==> config.mk <==
export PLATFORM = sky130hd
export DESIGN_NAME = tick_gen
export DESIGN_NICKNAME = d
export VERILOG_FILES = /design/src/rtl/tick_gen.sv
export SDC_FILE = /design/constraint.sdc
export NUM_CORES = 1
export LEC_CHECK = 0
export CORE_MARGIN = 2
export CORE_UTILIZATION = 51
export DETAILED_ROUTE_END_ITERATION = 8
export PLACE_DENSITY = 0.76
export REMOVE_ABC_BUFFERS = 1
export SLEW_MARGIN = 30
export SYNTH_ARGS = -nofsm -noshare
export SYNTH_HDL_FRONTEND = slang
export SYNTH_SLANG_ARGS = --single-unit
==> constraint.sdc <==
create_clock -name clk -period 2 [get_ports clk]
set_clock_uncertainty 0.2 [all_clocks]
set_input_delay 0.4 -clock clk [delete_from_list [all_inputs] [get_ports clk]]
set_output_delay 0.4 -clock clk [all_outputs]
set_load 0.01 [all_outputs]
==> src/rtl/tick_gen.sv <==
// tick_gen: programmable slow-clock / tick / one-shot generator.
// Everything is derived from one up-counter that is compared against a
// run-time loadable period register. All outputs are registered.

module tick_gen #(
    parameter int unsigned      WIDTH         = 32,
    parameter logic [WIDTH-1:0] DEFAULT_TICKS = 49_999_999
) (
    input  logic             clk,
    input  logic             reset,
    input  logic             enable,
    input  logic [1:0]       mode,
    input  logic             period_load,
    input  logic [WIDTH-1:0] period_in,
    input  logic             start,
    output logic             slow_clk,
    output logic             tick,
    output logic             busy,
    output logic             done
);

    typedef enum logic [1:0] {
        IDLE = 2'b00,
        RUN  = 2'b01,
        DONE = 2'b10
    } state_t;

    localparam logic [1:0]       MODE_PULSE   = 2'b01;
    localparam logic [1:0]       MODE_ONESHOT = 2'b10;
    localparam logic [WIDTH-1:0] ONE          = WIDTH'(1);

    state_t           state_q;
    state_t           state_d;
    logic [WIDTH-1:0] p_q;
    logic [WIDTH-1:0] p_d;
    logic [WIDTH-1:0] count_q;
    logic [WIDTH-1:0] count_d;
    logic [1:0]       mode_q;
    logic [1:0]       mode_d;
    logic             slow_d;
    logic             tick_d;
    logic             busy_d;
    logic             done_d;

    logic             is_oneshot;
    logic             is_square;
    logic             at_event;

    // Reserved mode 11 falls into the square-wave behaviour.
    assign is_oneshot = (mode_q == MODE_ONESHOT);
    assign is_square  = (mode_q != MODE_PULSE) && (mode_q != MODE_ONESHOT);
    assign at_event   = (count_q == p_q);

    // Next-state logic: load beats mode change, which beats start, which beats counting.
    always_comb begin
        p_d     = p_q;
        count_d = count_q;
        mode_d  = mode_q;
        state_d = state_q;
        slow_d  = slow_clk;
        tick_d  = 1'b0;
        busy_d  = busy;
        done_d  = done;

        if (period_load) begin
            p_d     = period_in;
            count_d = '0;
        end else if (mode != mode_q) begin
            mode_d  = mode;
            count_d = '0;
            slow_d  = 1'b0;
            busy_d  = 1'b0;
            done_d  = 1'b0;
            state_d = (mode == MODE_ONESHOT) ? IDLE : RUN;
        end else if (start && is_oneshot) begin
            count_d = '0;
            busy_d  = 1'b1;
            done_d  = 1'b0;
            state_d = RUN;
        end else if (enable && (state_q == RUN)) begin
            if (at_event) begin
                count_d = '0;
                tick_d  = 1'b1;
                if (is_square) begin
                    slow_d = ~slow_clk;
                end
                if (is_oneshot) begin
                    busy_d  = 1'b0;
                    done_d  = 1'b1;
                    state_d = DONE;
                end
            end else begin
                count_d = count_q + ONE;
            end
        end
    end

    // State and output registers; reset picks the initial state from the live mode input.
    always_ff @(posedge clk) begin
        if (reset) begin
            p_q      <= DEFAULT_TICKS;
            count_q  <= '0;
            mode_q   <= mode;
            state_q  <= (mode == MODE_ONESHOT) ? IDLE : RUN;
            slow_clk <= 1'b0;
            tick     <= 1'b0;
            busy     <= 1'b0;
            done     <= 1'b0;
        end else begin
            p_q      <= p_d;
            count_q  <= count_d;
            mode_q   <= mode_d;
            state_q  <= state_d;
            slow_clk <= slow_d;
            tick     <= tick_d;
            busy     <= busy_d;
            done     <= done_d;
        end
    end

endmodule

==> results of run 1 <==
==> through the flow <==
step	setup WS, ps	util, %
4_1_cts	-25.3	67.1
3_5_place_dp	-499	63.0
6_report	-117	68.7
2_1_floorplan	-798	-
5_1_grt	-228	68.7
3_3_place_gp	-464	63.0
==> cells by family (layout without fill, tap and decap cells) <==
family,Yosys count,count (layout),share of synthesized area [%]
buffers and inverters,31,123,4.71
AOI/OAI and AO/OA,25,25,5.59
muxes,16,16,4.34
and+or+nand+nor,157,157,29.1
DFF,72,72,40.1
xor gates and xnor gates,65,65,15.4
adders and majority gates,2,2,0.678
==> path summary, 6_finish.rpt <==
check,start,to,slack [ps],cells after the start
max reg2reg,state_q[1],count_q[0],-120,7
max,state_q[1],count_q[0],-120,7
min reg2reg,done,done,270,1
min,mode[1],mode_q[1],210,1
==> power by group <==
part	switching [W]	internal, W
clock	0.000527	0.000642
combinational	0.000144	0.000180
sequential	0.0000345	0.00150
==> cell type report <==
class,instances,area [um2],area share (%)
Multi-Input combinational cell,265,2130,43.5
Sequential cell,72,1490,30.4
Timing Repair Buffer,98,926,18.9
Clock buffer,13,159,3.24
Tap cell,99,124,2.53
Clock inverter,3,40.0,0.816
Inverter,9,33.8,0.689
==> registers in the layout, indices dropped and copies added, names as in the netlist <==
signal / count
busy: 1
count_q: 32
done: 1
mode_q: 2
p_q: 32
slow_clk: 1
state_q: 2
tick: 1
==> metal layers <==
layer  track usage (%)  up-vias  share of wire (%)
met3              4.80       10                4.3
met1              27.0     1403                 43
met2              36.7       53                 52
met5                 0        -                  0
li1                  -     1465                  -
met4              7.87        0               0.94
==> placed cells by master, fill, tap and decap left out, drive strengths merged, types with 9 or more instances in the layout <==
master,n
a211o,18
buf,55
clkbuf,15
clkdlybuf4s50,39
dfxtp,68
inv,9
mux2i,16
nand2,17
nand3,11
nor2,25
nor2b,18
nor3,42
nor4,21
xnor2,27
xor2,38
==> worst max-delay path, stage by stage, from the launching register on <==
cell and delay, ps:
edfxtp_1 410, nand3b_4 180, nor4_2 370, nand4_4 160, nor3_4 280, buf_4 190, clkbuf_16 170, nor3_2 40
==> timing repair <==
| item | in CTS | in global routing |
|---|---|---|
| pin swaps | 6 | 10 |
| hold buffers | 0 | 0 |
| gates cloned | 1 | 2 |
| setup buffers | 2 | 4 |
| endpoints found under the setup margin | 38 | 38 |
| gates resized for setup | 12 | 20 |
==> impl_metrics.json, run 1 <==
{
  "grt_pass1_wl_um": 13000,
  "worstPathArrival_ps": 2150,
  "critPathKind": "reg2reg",
  "core_area_mm2": 0.00714,
  "crit_required_ps": 2030,
  "synthArstFlopShare_pct": 0,
  "nets": 496,
  "maxCapViolCount": 0,
  "path_max_fanout": 8,
  "synth_edf_count": 4,
  "cts_root_buffer": "clkbuf_8",
  "yosysTopAreaCell": "dfxtp_1",
  "ios": 43,
  "power.density_mw_per_mm2": 617,
  "start_kind": "flip-flop",
  "max_freq_mhz": 472,
  "syn_to_final_growth_pct": 32.9,
  "drc_errors": 0,
  "static-leakage-power_nw": 1.88,
  "final_area_mm2": 0.00490,
  "tightest_slew_ps": 362,
  "tritoncts": "yes",
  "status": "finished, violations left",
  "die_area_mm2": 0.00793,
  "instances_no_fill": 559,
  "die-height_um": 89.1,
  "p_total_w": 0.00303,
  "clk_pin_slew_ps": 70,
  "setup_viol": 36,
  "drtPass1Iterations": 4,
  "worstSetupEndpointType": "flip-flop",
  "wirelength_um": 8440,
  "clock_path_buffers": 2,
  "synth_cells": 368,
  "hold_class": "in2reg",
  "cts_inserted_buffers": 9,
  "ys.flop_type": "dfxtp_1",
  "postPlaceCellArea_mm2": 0.00450,
  "syn_area_mm2": 0.00369,
  "slew_headroom_pct": 75.7,
  "yosysMostFrequentCell": "dfxtp_1",
  "finalSetupTns_ps": -3100,
  "synth.area.top_cells": "dfxtp_1 (37%), xor2_1 (9.0%), xnor2_1 (6.4%)",
  "drtIter0Drc": 180,
  "period_share_pct": 106,
  "routedWlPerCell_um": 15.1,
  "insertion_delay_ps": 350,
  "grt_pass1_vias": 2797,
  "holdWs_ps": 214,
  "ys_ff_latch": 72,
  "htree_levels": 3,
  "yosysSeqAreaShare_pct": 40.1,
  "start_util_pct": 51.7,
  "grt.total_usage_pct": 21.6,
  "die_w_um": 89.1,
  "postRouteAntennaNets": 0,
  "yosysTopAreaCellShare_pct": 36.9,
  "cts_sinks": 72,
  "max-vdd-ir-drop_mv": 0.401,
  "rsz0062_at_grt": "yes",
  "port_buffers": 42,
  "yosysWarnings": 0,
  "violations": "negative setup slack",
  "num-fill-cells": 551,
  "dpl.cell_count": 536,
  "finalMaxSlewViolations": 0,
  "ys_types": 42,
  "avgSynthCellArea_um2": 10.0,
  "num_vias": 2931,
  "overflow": 0,
  "drive_above_1_share_pct": 28.3,
  "n_antenna_cell": 0,
  "grt_max_degree": 33,
  "synthTopCellsByCount": "dfxtp_1 (68), xor2_1 (38), xnor2_1 (27), nor2_1 (25), nor3_2 (21)",
  "antenna_found_initial": 0,
  "rows": 31,
  "fin_crit_ps": 2120,
  "hold_viol_final": 0,
  "hpwlAfterDp_um": 5600,
  "vias_per_cell": 5.24,
  "fin_ws_ps": -117,
  "finalWeightedCongestion": 0.879
}
(Power assumes the default switching activity.)
==> run 2, diff against run 1 <==
--- a/config.mk
+++ b/config.mk
@@ -7,9 +7,12 @@
 export LEC_CHECK = 0
 export CORE_MARGIN = 2
 export CORE_UTILIZATION = 51
+export CTS_CLUSTER_SIZE = 8
 export DETAILED_ROUTE_END_ITERATION = 8
+export MAX_ROUTING_LAYER = met4
 export PLACE_DENSITY = 0.76
 export REMOVE_ABC_BUFFERS = 1
+export SKIP_LAST_GASP = 1
 export SLEW_MARGIN = 30
 export SYNTH_ARGS = -nofsm -noshare
 export SYNTH_HDL_FRONTEND = slang
==> impl_metrics.json, run 2 (synthesis gave the netlist of run 1 again) <==
{
  "period_share_pct": 108,
  "dpl.cell_count": 536,
  "final_cell_mix": "dfxtp_1 (64), buf_4 (45), clkdlybuf4s50_1 (39)",
  "power.density_mw_per_mm2": 626,
  "grt_pass1_wl_um": 13000,
  "htree_levels": 3,
  "violations": "negative setup slack",
  "vias_per_cell": 5.27,
  "crit_required_ps": 1850,
  "grt_max_degree": 33,
  "port_buffers": 42,
  "critPathKind": "reg2reg",
  "core_area_mm2": 0.00714,
  "final_common_cell": "dfxtp_1",
  "slew_headroom_pct": 72.0,
  "routedWlPerCell_um": 14.7,
  "tritoncts": "yes",
  "clock_path_buffers": 2,
  "drtPass1Iterations": 5,
  "crit_chain": "nand3b_4, nor4_2, nand4_4, nor3_4, o22a_1",
  "cts_root_buffer": "clkbuf_8",
  "finalWeightedCongestion": 0.894,
  "instances_no_fill": 555,
  "slowest_delay_ps": 420,
  "cts_hold_buf": 0,
  "hold_viol_final": 0,
  "fin_crit_ps": 2160,
  "insertion_delay_ps": 350,
  "status": "finished, violations left",
  "antenna_found_initial": 0,
  "rsz0062_at_grt": "yes",
  "ios": 43,
  "die_area_mm2": 0.00793,
  "static-leakage-power_nw": 1.85,
  "nets": 492,
  "num-fill-cells": 565,
  "max_freq_mhz": 463,
  "hold_class": "in2reg",
  "drc_errors": 0,
  "syn_to_final_growth_pct": 30.8,
  "grt_pass1_vias": 2805,
  "cts_inserted_buffers": 9,
  "tightest_slew_ps": 416,
  "num_vias": 2927,
  "grt.total_usage_pct": 22.3,
  "final_util_pct": 67.7,
  "pre_cts_ws_ps": -499,
  "path_max_fanout": 3,
  "p_total_w": 0.00302,
  "overflow": 0,
  "rows": 31,
  "wirelength_um": 8150,
  "cp_slowest_cell": "nor4_2",
  "hpwlAfterDp_um": 5600,
  "drive_above_1_share_pct": 26.5,
  "fin_ws_ps": -159,
  "drtIter0Drc": 129,
  "clk_pin_slew_ps": 70,
  "setup_viol": 36,
  "postRouteAntennaNets": 0,
  "finalMaxSlewViolations": 0,
  "max-vdd-ir-drop_mv": 0.403,
  "cp_num_buf_inv": 0,
  "worstSetupEndpointType": "flip-flop",
  "start_kind": "flip-flop",
  "top_regs": "count_q (32), p_q (32)",
  "die-height_um": 89.1,
  "n_antenna_cell": 0,
  "maxCapViolCount": 0,
  "worstPathArrival_ps": 2010,
  "crit_family": "simple AND/OR/NAND/NOR gates",
  "start_util_pct": 51.7,
  "die_w_um": 89.1,
  "cts_sinks": 72
}
run 2: cell types whose count changed in the layout (fill, tap and decap cells not counted), sizes merged:
| cell | change |
|---|---|
| buf | -3 |
| clkbuf | -1 |
run 2: stage by stage:
step | setup TNS, ps | instance area [um2] | hold WS (ps)
2_1_floorplan | -18210 | 3550 | 269
3_3_place_gp | -15520 | 4500 | 251
3_5_place_dp | -16690 | 4500 | 260
4_1_cts | -320 | 4790 | 211
5_1_grt | -6680 | 4830 | 229
6_report | -4200 | 4830 | 217
run 2: where the power goes:
part,switching [W],internal [W]
clock network,0.000526,0.000642
registers,0.0000338,0.00150
logic,0.000142,0.000180
total,0.000702,0.00232
run 2: area by class of cell:
type                    count  area (um2)  area share, %
multi-input cells         265        2120           43.8
clock buffers              13         159           3.29
flip-flops and latches     72        1490           30.8
clock inverters             3        40.0          0.829
repair buffers             94         870           18.0
inverters                   9        33.8          0.699
well taps                  99         124           2.56
run 2: repair_timing:
action / 4_1_cts / 5_1_grt
resized for setup: 12 / 13
cloned: 1 / 1
setup buffers: 2 / 1
endpoints found under the setup margin: 38 / 38
pin swaps: 6 / 7
run 2: layer usage:
metal	up-vias	wire length (um)	share of wire, %	track usage, %
li1	1455	-	-	-
met1	1407	3700	45	26.9
met2	54	4040	50	36.8
met3	11	286	3.5	5.08
met4	0	121	1.5	7.87
met5	-	0	0	-
run 2: worst paths after layout:
path                    from         end  slack (ps)  depth (start not counted)
hold reg to reg         done        done         270                          1
setup / recovery  state_q[1]  state_q[1]        -160                          5
setup reg to reg  state_q[1]  state_q[1]        -160                          5
hold / removal       mode[1]   mode_q[1]         220                          1
